$ cat src/rtl/uart_pkg.sv
// rtl/uart_pkg.sv - shared types and helpers for the UART transmit scheduler
package uart_pkg;

    typedef enum logic [2:0] {
        IDLE  = 3'd0,
        POP   = 3'd1,
        LOAD  = 3'd2,
        START = 3'd3,
        WAIT  = 3'd4,
        GAP   = 3'd5
    } tx_sched_state_t;

    // tx_done timeout window, in frame lengths (start + data + parity + stop)
    localparam int TIMEOUT_MULT = 2;

    function automatic int bit_cyc(input int clk_hz, input int baud);
        return clk_hz / baud;
    endfunction

endpackage

$ cat src/rtl/uart_cycle_timer.sv
// rtl/uart_cycle_timer.sv - loadable down-counter with a single expiry pulse
// Ports:
//   i_clk, i_rst   clock, async active-high reset
//   i_load         load i_load_val this cycle (wins over counting)
//   i_load_val     cycles from the load cycle to the expiry cycle
//   o_expire       high for the one cycle in which the count steps to zero
module uart_cycle_timer #(
    parameter int W = 16
) (
    input  logic         i_clk,
    input  logic         i_rst,
    input  logic         i_load,
    input  logic [W-1:0] i_load_val,
    output logic         o_expire
);

    logic [W-1:0] r_count;

    always_ff @(posedge i_clk or posedge i_rst) begin
        if (i_rst) begin
            r_count <= '0;
        end else if (i_load) begin
            r_count <= i_load_val;
        end else if (r_count != '0) begin
            r_count <= r_count - W'(1);
        end
    end

    // Expiry lands load_val cycles after the load cycle, so a caller that
    // reacts at the end of the expiry cycle sees a window of load_val+1 cycles.
    assign o_expire = (r_count == W'(1));

endmodule

$ cat src/rtl/uart_tx_scheduler.sv
// rtl/uart_tx_scheduler.sv - drains a read-latency-1 FIFO into the UART transmitter
// Optional feature macro: UART_TX_SCHED_CNT_EN adds the o_frame_cnt port.
// Ports:
//   i_clk, i_rst      clock, async active-high reset (released synchronously)
//   i_fifo_empty      FIFO empty flag, sampled only in IDLE
//   o_fifo_rd_en      one-cycle pop strobe per byte
//   i_fifo_dout       FIFO data, valid the cycle after a pop
//   o_tx_frame_en     one-cycle start strobe to the transmitter
//   o_tx_data         byte being sent, held until the next load
//   i_tx_done         transmitter end-of-frame pulse, honoured only in WAIT
//   i_cts             transmit permit, sampled only in IDLE
//   o_busy            high whenever the FSM is not IDLE
//   o_tx_err          sticky tx_done timeout flag
//   o_frame_cnt       frames completed by tx_done (macro builds only)
module uart_tx_scheduler
    import uart_pkg::*;
#(
    parameter int CLK_FREQUENCE = 50_000_000,
    parameter int BAUD_RATE     = 9600,
    parameter int FRAME_WD      = 8,
    parameter int GAP_BITS      = 1
) (
    input  logic                i_clk,
    input  logic                i_rst,
    input  logic                i_fifo_empty,
    output logic                o_fifo_rd_en,
    input  logic [FRAME_WD-1:0] i_fifo_dout,
    output logic                o_tx_frame_en,
    output logic [FRAME_WD-1:0] o_tx_data,
    input  logic                i_tx_done,
    input  logic                i_cts,
    output logic                o_busy,
    output logic                o_tx_err
`ifdef UART_TX_SCHED_CNT_EN
    ,
    output logic [15:0]         o_frame_cnt
`endif
);

    localparam int BIT_CYC     = bit_cyc(CLK_FREQUENCE, BAUD_RATE);
    localparam int TIMEOUT_CYC = TIMEOUT_MULT * (FRAME_WD + 3) * BIT_CYC;
    localparam int GAP_CYC     = GAP_BITS * BIT_CYC;
    localparam int MAX_CYC     = (TIMEOUT_CYC > GAP_CYC) ? TIMEOUT_CYC : GAP_CYC;
    localparam int TW          = $clog2(MAX_CYC + 1);

    // Both windows include the cycle that loads the timer (START, or the
    // WAIT cycle that ends the frame), hence the minus one.
    localparam logic [TW-1:0] TIMEOUT_LOAD = TW'(TIMEOUT_CYC - 1);
    localparam logic [TW-1:0] GAP_LOAD     = TW'((GAP_CYC > 1) ? GAP_CYC - 1 : 0);
    // A gap of zero or one cycle never reaches a timer expiry; leave GAP at once.
    localparam bit            GAP_SHORT    = (GAP_CYC <= 1);

    tx_sched_state_t r_state;
    logic [1:0]      r_rst_pipe;
    logic            w_rst;
    logic            w_load;
    logic [TW-1:0]   w_load_val;
    logic            w_expire;

    // Reset asserts immediately but releases on a clock edge.
    always_ff @(posedge i_clk or posedge i_rst) begin
        if (i_rst) begin
            r_rst_pipe <= 2'b11;
        end else begin
            r_rst_pipe <= {r_rst_pipe[0], 1'b0};
        end
    end
    assign w_rst = r_rst_pipe[1];

    always_comb begin
        w_load     = 1'b0;
        w_load_val = TIMEOUT_LOAD;
        if (r_state == START) begin
            w_load = 1'b1;
        end else if (r_state == WAIT && (i_tx_done || w_expire)) begin
            w_load     = 1'b1;
            w_load_val = GAP_LOAD;
        end
    end

    uart_cycle_timer #(
        .W (TW)
    ) u_timer (
        .i_clk      (i_clk),
        .i_rst      (w_rst),
        .i_load     (w_load),
        .i_load_val (w_load_val),
        .o_expire   (w_expire)
    );

    always_ff @(posedge i_clk or posedge w_rst) begin
        if (w_rst) begin
            r_state       <= IDLE;
            o_fifo_rd_en  <= 1'b0;
            o_tx_frame_en <= 1'b0;
            o_tx_data     <= '0;
            o_busy        <= 1'b0;
            o_tx_err      <= 1'b0;
`ifdef UART_TX_SCHED_CNT_EN
            o_frame_cnt   <= '0;
`endif
        end else begin
            o_fifo_rd_en  <= 1'b0;
            o_tx_frame_en <= 1'b0;
            case (r_state)
                IDLE: begin
                    if (!i_fifo_empty && i_cts) begin
                        r_state      <= POP;
                        o_fifo_rd_en <= 1'b1;
                        o_busy       <= 1'b1;
                    end
                end
                POP: begin
                    r_state <= LOAD;
                end
                LOAD: begin
                    o_tx_data     <= i_fifo_dout;
                    o_tx_frame_en <= 1'b1;
                    r_state       <= START;
                end
                START: begin
                    r_state <= WAIT;
                end
                WAIT: begin
                    // tx_done takes priority over a simultaneous timeout
                    if (i_tx_done) begin
                        r_state     <= GAP;
`ifdef UART_TX_SCHED_CNT_EN
                        o_frame_cnt <= o_frame_cnt + 16'd1;
`endif
                    end else if (w_expire) begin
                        r_state  <= GAP;
                        o_tx_err <= 1'b1;
                    end
                end
                GAP: begin
                    if (GAP_SHORT || w_expire) begin
                        r_state <= IDLE;
                        o_busy  <= 1'b0;
                    end
                end
                default: begin
                    r_state <= IDLE;
                    o_busy  <= 1'b0;
                end
            endcase
        end
    end

endmodule

$ cat config.mk
export PLATFORM = sky130hd
export DESIGN_NAME = uart_tx_scheduler
export DESIGN_NICKNAME = d
export VERILOG_FILES = /design/src/rtl/uart_pkg.sv /design/src/rtl/uart_cycle_timer.sv /design/src/rtl/uart_tx_scheduler.sv
export SDC_FILE = /design/constraint.sdc
export NUM_CORES = 1
export LEC_CHECK = 0
export BUFFER_PORTS_ARGS = -buffer_cell sky130_fd_sc_hd__buf_2
export CORE_MARGIN = 2
export CORE_UTILIZATION = 40
export DETAILED_ROUTE_END_ITERATION = 12
export PLACE_DENSITY = 0.68
export SYNTH_ARGS = -nofsm -noshare
export SYNTH_HDL_FRONTEND = slang
export SYNTH_HIERARCHICAL = 1
export SYNTH_SLANG_ARGS = --single-unit
$ cat constraint.sdc
create_clock -name i_clk -period 1.7 [get_ports i_clk]
set_input_delay 0.17 -clock i_clk [delete_from_list [all_inputs] [get_ports i_clk]]
set_output_delay 0.17 -clock i_clk [all_outputs]
set_load 0.02 [all_outputs]
==> flow_summary_export.csv, run 1 <==
group,metric,value,unit
outcome,status,"complete, but fails checks",
outcome,violations,"negative setup slack",
floorplanning,die_h,70.91,um
global_routing,grt_pass1_wl,7.755,mm
floorplanning,die_area,5028,sq um
timing,hold_viol_final,0,
pwr,total_power,3.773,mW
floorplanning,placementRows,24,
pwr,combPwrFrac,47.9,%
pwr,irDropWorstVdd,0.5477,mV
setup_path,path_class,"reg -> reg",
setup_path,critPathRequiredTime,1880,ps
timing,clock.fmax,427.2,MHz
setup_path,startpoint_type,"register",
layout,area_delta_synth_final,45.14,%
min_path,holdCritPathClass,"in -> reg",
pwr,p_switching,1.287,mW
layout,insertedDiodeCount,0,
setup_path,startpoint,"u_timer/r_count[6]",
cts,clock_sinks,34,
setup_path,crit_path_end,"u_timer/r_count[1]",
drt,vias,1572,
synth,yosysWarnings,6,
timing,setup_viol,21,
placement,post_dp_cell_area,2258,sq um
timing,holdWs,115.3,ps
pwr,netSwitchingFraction,34.10,%
setup_path,rrSetupSlack,-640,ps
layout,drive_gt1_share,47.54,%
pwr,internal_power,2.487,mW
timing,final.min_clock_period,2341,ps
timing,slew_viol_final,0,
placement,io_buffers,24,
pwr,p_leak,1.250,nW
drt,routed_via_density,5.311,
placement,dp_hpwl,2.788,mm
global_routing,grtUsageTotal,19.62,%
global_routing,grt.overflow.total,0,
cts,clkLatencyLatePin,280,ps
cts,cts_tree,"built",
synth,synth.avg_cell_area,10.79,sq um
cts,htree_levels,2,
synth,ys_types,45,
setup_path,r2r-end,"u_timer/r_count[1]",
synth,synth-seq-cells,34,
pwr,power_frac_seq,32.0,%
global_routing,antenna_found_initial,0,
layout,fin_nets,258,
setup_path,cp_max_fo,7,
drt,drc,0,
floorplanning,start_util,41.41,%
drt,drt_iter0_drc,53,
synth,netlist_area,1790,sq um
synth,synth_top_area_share,44.72,%
floorplanning,die_w,70.91,um
cts,path_clk_slew,70,ps
layout,post-route-util,60.10,%
setup_path,reg2regPathDepth,9,
synth,seq_area_frac_synth,47.66,%
timing,worst_pin_slew,701.9,ps
drt,detail-route-antenna-nets,0,
global_routing,grt_max_degree,18,
flow_run,cap_viol_max_count,0,
timing,skew,8.239,ps
setup_path,cp_data_arrival_time,2520,ps
timing,worst_slack,-641.1,ps
setup_path,regToRegStartpoint,"u_timer/r_count[6]",
layout,design_area,2599,sq um
drt,avgRoutedWirePerCell,15.44,um
layout,n_fill_cell,350,
placement,gp_congestion,0.8297,
global_routing,grt_pass1_vias,1619,
synth,syn_inst,166,
placement,place_ws,-605.2,ps
timing,rsz0062_at_grt,"true",
pwr,power_per_cell_area,1452,nW/um^2
timing,slew-limit-headroom,53.16,%
synth,yosys-top-cells-area,"dfrtp_1 45%, mux2_4 6.7%, mux2i_1 3.9%, dfstp_2 2.9%, nor2_1 2.7%",
cts,cts_root_buf,"clkbuf_8",
cts,cts_buffers,5,
setup_path,end_kind,"register",
floorplanning,core-area,4324,sq um
drt,firstDrtPassIters,4,
floorplanning,ios,25,
cts,cts_buffer_depth,2,
pwr,power.share.clock,20.1,%
timing,fin_crit_sh,137.7,%
synth,synth_top_area_cell,"dfrtp_1",
drt,routed_wl,4.569,mm
-- stage by stage --
stage,setup TNS (ps),cells
2_1_floorplan,-15790,172
3_3_place_gp,-9108,277
3_5_place_dp,-10290,277
4_1_cts,-10320,298
5_1_grt,-12490,296
6_report,-10770,296
-- cell type report --
class                   count  area, sq um  area share (%)
repair buffers             73        563.0           21.67
well taps                  52        65.06           2.504
clock inverters             1        30.03           1.156
flip-flops and latches     34        853.3           32.84
inverters                  12        45.04           1.733
multi-input cells         117        955.9           36.78
clock buffers               7        86.33           3.322
-- state kept, by name (all words and copies together), names as in the netlist --
| signal | flops |
|---|---|
| o_busy | 1 |
| o_fifo_rd_en | 1 |
| o_tx_data | 8 |
| o_tx_err | 1 |
| o_tx_frame_en | 1 |
| r_rst_pipe | 2 |
| r_state | 3 |
| u_timer/r_count | 17 |
-- repair_timing --
item,4_1_cts,5_1_grt
hold buffers,1,0
gates cloned,3,0
gates resized for setup,15,14
setup endpoints to repair,21,21
hold endpoints to repair,2,0
buffers inserted,9,2
pin swaps,9,13
-- routing by layer --
metal | vias to the layer above | global-route usage, % | part of all wire, %
met5 | - | 0 | 0
met4 | 0 | 6.080 | 1.3
met3 | 9 | 3.989 | 4.6
met2 | 33 | 32.29 | 51
met1 | 792 | 26.25 | 43
li1 | 738 | - | -
-- placed cells by master, fill, tap and decap left out, drive strengths merged, types with 3 or more instances in the layout --
| cell type | count |
|---|---|
| a211oi | 3 |
| a21oi | 7 |
| buf | 72 |
| clkbuf | 7 |
| conb | 8 |
| dfrtp | 32 |
| inv | 12 |
| mux2 | 9 |
| mux2i | 7 |
| nand2 | 7 |
| nor2 | 13 |
| nor2b | 3 |
| nor3 | 9 |
| nor4 | 4 |
| o21ai | 6 |
| or4 | 5 |
| xnor2 | 4 |
| xor2 | 5 |
-- logic make-up after synthesis --
| kind of cell | count (synthesis) | share of synthesized area (%) |
|---|---|---|
| simple gates | 51 | 17.12 |
| flops | 34 | 47.66 |
| compound gates | 31 | 12.02 |
| buf+inv | 21 | 5.730 |
| mux | 16 | 11.25 |
| xor+xnor | 9 | 4.402 |
| fa+ha+maj | 2 | 1.397 |
| other cells | 2 | 0.4194 |
-- cell usage after synthesis (all sizes together) --
master / count
dfrtp: 32
nor2: 13
inv: 12
mux2: 9
nor3: 9
a21oi: 7
mux2i: 7
nand2: 7
o21ai: 6
clkbuf: 5
or4: 5
xor2: 5
buf: 4
nor4: 4
xnor2: 4
a211oi: 3
nor2b: 3
a21o: 2
a311oi: 2
and3: 2
conb: 2
dfstp: 2
ha: 2
nand3: 2
o31ai: 2
o41ai: 2
or3: 2
a211o: 1
a22o: 1
a41o: 1
nand2b: 1
nand4: 1
nor3b: 1
o211ai: 1
o21a: 1
o311a: 1
o31a: 1
or3b: 1
-- worst max-delay path, cell delays in order, from the launching register on --
cell	delay [ps]
dfrtp_1	380
or4_4	550
nor4_4	300
and3_4	230
o211ai_1	140
nand2_2	180
buf_6	150
buf_16	120
a211oi_2	40
a21o_1	160
-- power groups by stage --
stage	clock network, mW	registers [mW]	logic [mW]
floorplan	0	1.24	0.818
global placement	0	1.20	1.41
detailed placement	0	1.21	1.43
CTS	0.779	1.20	1.72
global route	0.829	1.23	1.96
finish	0.759	1.21	1.81
-- how the worst min path moves through the flow --
stage,start,endpoint,depth (start not counted)
floorplan,i_rst,r_rst_pipe[0],1
finish,i_fifo_dout[1],o_tx_data[1],2
global placement,i_rst,r_rst_pipe[0],2
detailed placement,i_rst,r_rst_pipe[0],2
global route,i_fifo_dout[1],o_tx_data[1],2
CTS,i_fifo_dout[1],o_tx_data[1],2
No activity file was read; power rests on OpenSTA's default activity.
==> run 2: changes to the inputs <==
Settings changed: BUFFER_PORTS_ARGS -buffer_cell sky130_fd_sc_hd__buf_2 to unset, DONT_BUFFER_PORTS set to 1, PLACE_DENSITY 0.68 to unset.
==> run 2 against run 1 <==
  * Sequential cell count is the same
  * Largest cell class unchanged
  * The run still ends with negative setup slack left
  * Clock skew shrank 1.6 ps
  * Die area is the same
  * Wire length shrank 6.5%
  * Count of clock-buffer cells in the layout shrank 2
  * Register-to-register slack gained 60 ps
  * Non-clock buffer count shrank 31
==> flow_summary_export.csv, run 2 (synthesized netlist as in run 1, its figures left out) <==
group,metric,value,unit
outcome,status,"complete, but fails checks",
outcome,violations,"negative setup slack",
drt,met2_length,2.219,mm
setup_path,startpoint_type,"register",
timing,slew-limit-headroom,54.28,%
placement,dp_hpwl,2.832,mm
pwr,irDropWorstVdd,0.6947,mV
timing,slew_viol_final,0,
global_routing,grt.overflow.total,0,
setup_path,crit_path_end,"u_timer/r_count[6]",
layout,fin_nets,227,
drt,firstDrtPassIters,4,
pwr,p_leak,1.075,nW
cts,clock_sinks,34,
layout,largest_reg_flops,17,
layout,area_delta_synth_final,32.08,%
floorplanning,die_h,70.91,um
timing,hold_viol_final,0,
timing,setup_viol,21,
floorplanning,die_w,70.91,um
timing,final.min_clock_period,2281,ps
placement,placedCellCount,251,
global_routing,grtUsageTotal,17.58,%
cts,htree_levels,2,
floorplanning,start_util,41.41,%
drt,drt_iter0_drc,66,
cts,path_clk_slew,70,ps
timing,worst_slack,-580.6,ps
global_routing,grt_max_degree,18,
timing,holdWs,27.68,ps
layout,mostFrequentLayoutCell,"buf_4",
layout,layout_common_cells,"36 x buf_4, 32 x dfrtp_1, 12 x nor2_1, 10 x inv_1",
setup_path,reg2regPathDepth,8,
setup_path,regToRegStartpoint,"u_timer/r_count[4]",
floorplanning,ios,25,
drt,wl_met3,175,um
timing,rsz0062_at_grt,"true",
floorplanning,die_area,5028,sq um
layout,instances_no_fill,265,
placement,io_buffers,0,
cts,clkLatencyLatePin,280,ps
setup_path,rrSetupSlack,-580,ps
setup_path,startpoint,"u_timer/r_count[4]",
min_path,holdCritPathClass,"in -> reg",
cts,cts_root_buf,"clkbuf_8",
layout,drive_gt1_share,38.97,%
global_routing,antenna_found_initial,0,
global_routing,grt_pass1_wl,6.955,mm
cts,cts_buffer_depth,2,
drt,vias,1410,
setup_path,path_class,"reg -> reg",
timing,skew,6.639,ps
setup_path,cp_max_fo,7,
drt,wl_met1,1.843,mm
layout,largestRegisters,"u_timer/r_count (17), o_tx_data (8), r_state (3)",
drt,drc,0,
drt,top_layer,"met4",
placement,gp_congestion,0.9278,
layout,insertedDiodeCount,0,
setup_path,r2r-end,"u_timer/r_count[6]",
floorplanning,core-area,4324,sq um
drt,detail-route-antenna-nets,0,
cts,cts_tree,"built",
cts,cts_buffers,5,
layout,regMostFlops,"u_timer/r_count",
setup_path,cp_data_arrival_time,2450,ps
timing,worst_pin_slew,685.0,ps
drt,routed_via_density,5.321,
global_routing,grt_pass1_vias,1493,
timing,clock.fmax,438.5,MHz
flow_run,cap_viol_max_count,0,
pwr,power_per_cell_area,1497,nW/um^2
setup_path,critPathRequiredTime,1870,ps
drt,avgRoutedWirePerCell,16.12,um
floorplanning,placementRows,24,
drt,routed_wl,4.272,mm
timing,fin_crit_sh,134.2,%
placement,place_ws,-614.6,ps
setup_path,end_kind,"register",
-- run 2: area by class of cell --
| cell class | instances | area, sq um |
|---|---|---|
| clock buffer | 5 | 68.82 |
| sequential | 34 | 853.3 |
| timing repair buffer | 42 | 359.1 |
| inverter | 12 | 45.04 |
| tap | 52 | 65.06 |
| multi-input combinational | 117 | 928.4 |
| clock inverter | 3 | 45.04 |
| fill | 379 | 1959 |
-- run 2: power breakdown --
group	internal (mW)	switching [mW]	leakage, nW	total [mW]
sequential	1.04	0.175	0.410	1.21
combinational	0.822	0.775	0.615	1.60
clock	0.436	0.297	0.0504	0.733
total	2.29	1.25	1.07	3.54
-- run 2: critical path: stages, from the launching register on --
cell	delay (ps)
dfrtp_1	390
or4_4	560
nor4_4	290
and3_4	230
o211ai_1	120
nand2_2	170
buf_12	150
mux2i_1	210
nor2_2	50
-- run 2: worst min-delay path by stage --
stage	start	slack, ps	depth (start not counted)	endpoint
detailed placement	i_rst	90	1	r_rst_pipe[0]
CTS	i_fifo_dout[3]	20	1	o_tx_data[3]
global route	i_fifo_dout[0]	9	1	o_tx_data[0]
finish	i_fifo_dout[0]	30	1	o_tx_data[0]
global placement	i_rst	90	1	r_rst_pipe[0]
floorplan	i_rst	80	1	r_rst_pipe[0]
-- run 2: layer usage --
| metal | vias to the layer above | GRT usage [%] |
|---|---|---|
| li1 | 672 | - |
| met1 | 707 | 22.07 |
| met2 | 26 | 29.60 |
| met3 | 5 | 4.701 |
| met4 | 0 | 5.660 |
| met5 | - | 0 |
-- run 2: repair_timing --
item / in CTS / in global routing
hold buffers: 1 / 0
gates cloned: 1 / 1
resized for setup: 10 / 10
pin swaps: 5 / 7
setup buffers: 3 / 3
endpoints found under the hold margin: 2 / 0
endpoints found under the setup margin: 21 / 21
-- run 2: stage by stage --
| step | power [mW] | instance area (sq um) | utilization (%) | setup TNS [ps] |
|---|---|---|---|---|
| final | 3.539 | 2365 | 54.69 | -10160 |
| after CTS | 3.436 | 2326 | 53.79 | -10100 |
| after floorplan | 2.061 | 1878 | - | -15790 |
| after detailed placement | 2.594 | 2123 | 49.10 | -10420 |
| after global placement | 2.531 | 2123 | 49.10 | -9176 |
| after global routing | 3.752 | 2365 | 54.69 | -11800 |
==> run 3: changes to the inputs <==
Settings changed: PLACE_DENSITY_LB_ADDON set to 0.2.
==> run 3 against run 2 <==
  * The flow still finishes with violations (negative setup slack)
  * Core utilization rose by 2.4 points
  * Highest routed layer unchanged
  * Register-to-register slack lost 80 ps
  * Maximum frequency is 3.4% lower
  * First-iteration DRC count shrank 36%
  * Largest power group unchanged
  * Sequential share of layout area shrank 1.5 points
  * Critical endpoint is now u_timer/r_count[8]
  * Hold slack gained 4.7 ps
  * Combinational power grew 7%
==> flow_summary_export.csv, run 3 (synthesized netlist as in run 1, its figures left out) <==
group,metric,value,unit
global_routing,use_met3,4.843,%
timing,final.min_clock_period,2361,ps
setup_path,regToRegStartpoint,"u_timer/r_count[6]",
setup_path,cp_data_arrival_time,2520,ps
setup_path,worstPathCellList,"or4_4 -> nor4_4 -> and3_4 -> o211ai_1 -> nand2_2 -> buf_12 -> buf_16 -> nor2b_1 -> a21oi_1",
layout,regMostFlops,"u_timer/r_count",
timing,worst_pin_slew,685.5,ps
layout,fin_nets,230,
drt,drc,0,
placement,place_ws,-629.4,ps
floorplanning,placementRows,24,
setup_path,reg2regPathDepth,9,
layout,instances_no_fill,268,
timing,holdWs,32.35,ps
setup_path,crit_path_end,"u_timer/r_count[8]",
cts,path_clk_slew,80,ps
cts,cts_buffers,5,
global_routing,gr-usage-met1,21.85,%
layout,largestRegisters,"u_timer/r_count (17), o_tx_data (8), r_state (3)",
drt,avgRoutedWirePerCell,15.71,um
timing,rsz0062_at_grt,"true",
drt,routed_via_density,5.384,
cts,cts_tree,"built",
setup_path,cp.depth,9,
global_routing,grt.overflow.total,0,
setup_path,end_kind,"register",
timing,slew_viol_final,0,
timing,tns,-11720,ps
setup_path,cp_num_buf_inv,2,
placement,post_dp_cell_area,2131,sq um
floorplanning,die_area,5028,sq um
pwr,total_power,3.820,mW
global_routing,top_usage_layer,"met2",
drt,drt_iter0_drc,42,
layout,mostFrequentLayoutCell,"buf_4",
setup_path,path_class,"reg -> reg",
global_routing,use_met2,29.18,%
setup_path,startpoint_type,"register",
placement,gp_congestion,0.8917,
outcome,violations,"negative setup slack",
floorplanning,ios,25,
cts,htree_levels,2,
pwr,irDropWorstVdd,1.163,mV
cts,cts_buffer_depth,2,
timing,slew-limit-headroom,54.25,%
timing,hold_viol_final,0,
setup_path,critPathRequiredTime,1860,ps
layout,post-route-util,57.06,%
setup_path,cp_max_fo,7,
pwr,p_leak,1.153,nW
timing,setup_viol,21,
setup_path,cpPeakStageDelay,560,ps
global_routing,antenna_found_initial,0,
cts,clkLatencyLatePin,280,ps
placement,dp_hpwl,2.770,mm
drt,detail-route-antenna-nets,0,
global_routing,grtUsageTotal,17.24,%
global_routing,grt_max_degree,18,
pwr,power_per_cell_area,1548,nW/um^2
floorplanning,die_w,70.91,um
setup_path,rrSetupSlack,-660,ps
global_routing,grt_pass1_wl,6.741,mm
outcome,status,"complete, but fails checks",
setup_path,cp_slowest_cell,"or4_4",
layout,design_area,2467,sq um
global_routing,grt_pass1_vias,1431,
min_path,holdCritPathClass,"in -> reg",
placement,placedCellCount,252,
cts,cts_root_buf,"clkbuf_8",
layout,largest_reg_flops,17,
floorplanning,start_util,41.41,%
drt,vias,1443,
setup_path,crit_family,"simple AND/OR/NAND/NOR gates",
cts,clock_sinks,34,
placement,io_buffers,0,
layout,drive_gt1_share,40.28,%
layout,insertedDiodeCount,0,
setup_path,startpoint,"u_timer/r_count[6]",
timing,fin_crit_sh,138.9,%
setup_path,r2r-end,"u_timer/r_count[8]",
timing,skew,6.469,ps
floorplanning,core-area,4324,sq um
floorplanning,die_h,70.91,um
drt,routed_wl,4.209,mm
flow_run,cap_viol_max_count,0,
timing,clock.fmax,423.6,MHz
drt,firstDrtPassIters,4,
timing,worst_slack,-660.9,ps
layout,area_delta_synth_final,37.81,%
layout,layout_common_cells,"36 x buf_4, 32 x dfrtp_1, 13 x nor2_1, 11 x inv_1",
run 3: cell count changes in the layout (fill, tap and decap cells not counted), sizes merged:
cell | previous run | this run
buf | 40 | 43
clkinvlp | 2 | 0
bufinv | 1 | 2
clkinv | 0 | 1
run 3: timing repair:
action,in CTS,in global routing
pin swaps,4,8
hold buffers,1,0
setup endpoints to repair,21,21
hold endpoints to repair,2,0
gates resized for setup,11,13
cloned,2,1
setup buffers,4,2
run 3: worst reg2reg max path, stage by stage (launching register included):
cell and delay, ps:
dfrtp_1 400, or4_4 560, nor4_4 290, and3_4 230
o211ai_1 130, nand2_2 200, buf_12 150, buf_16 110
nor2b_1 120, a21oi_1 50
run 3: area by class of cell:
cell class              instances  area, sq um
fillers                       369         1857
flip-flops and latches         34        853.3
clock inverters                 3        68.82
well taps                      52        65.06
repair buffers                 45        434.2
inverters                      12        45.04
clock buffers                   5        68.82
multi-input cells             117        932.1
run 3: layer usage:
metal / part of all wire [%] / vias to the layer above
met5: 0 / -
met4: 1.0 / 0
met3: 4.4 / 6
met2: 51 / 40
met1: 44 / 713
li1: - / 684
run 3: worst min-delay path by stage:
stage,start,endpoint,cells after the start
2_1_floorplan,i_rst,r_rst_pipe[0],1
3_3_place_gp,i_rst,r_rst_pipe[0],1
3_5_place_dp,i_rst,r_rst_pipe[1],1
4_1_cts,i_fifo_dout[4],o_tx_data[4],1
5_1_grt,i_fifo_dout[4],o_tx_data[4],1
6_report,i_fifo_dout[4],o_tx_data[4],1
run 3: where the power goes:
group / internal [mW] / leakage [nW] / switching, mW / total, mW
clock: 0.587 / 0.0683 / 0.306 / 0.894
sequential: 1.03 / 0.410 / 0.180 / 1.21
combinational: 0.932 / 0.675 / 0.779 / 1.71
total: 2.55 / 1.15 / 1.27 / 3.82
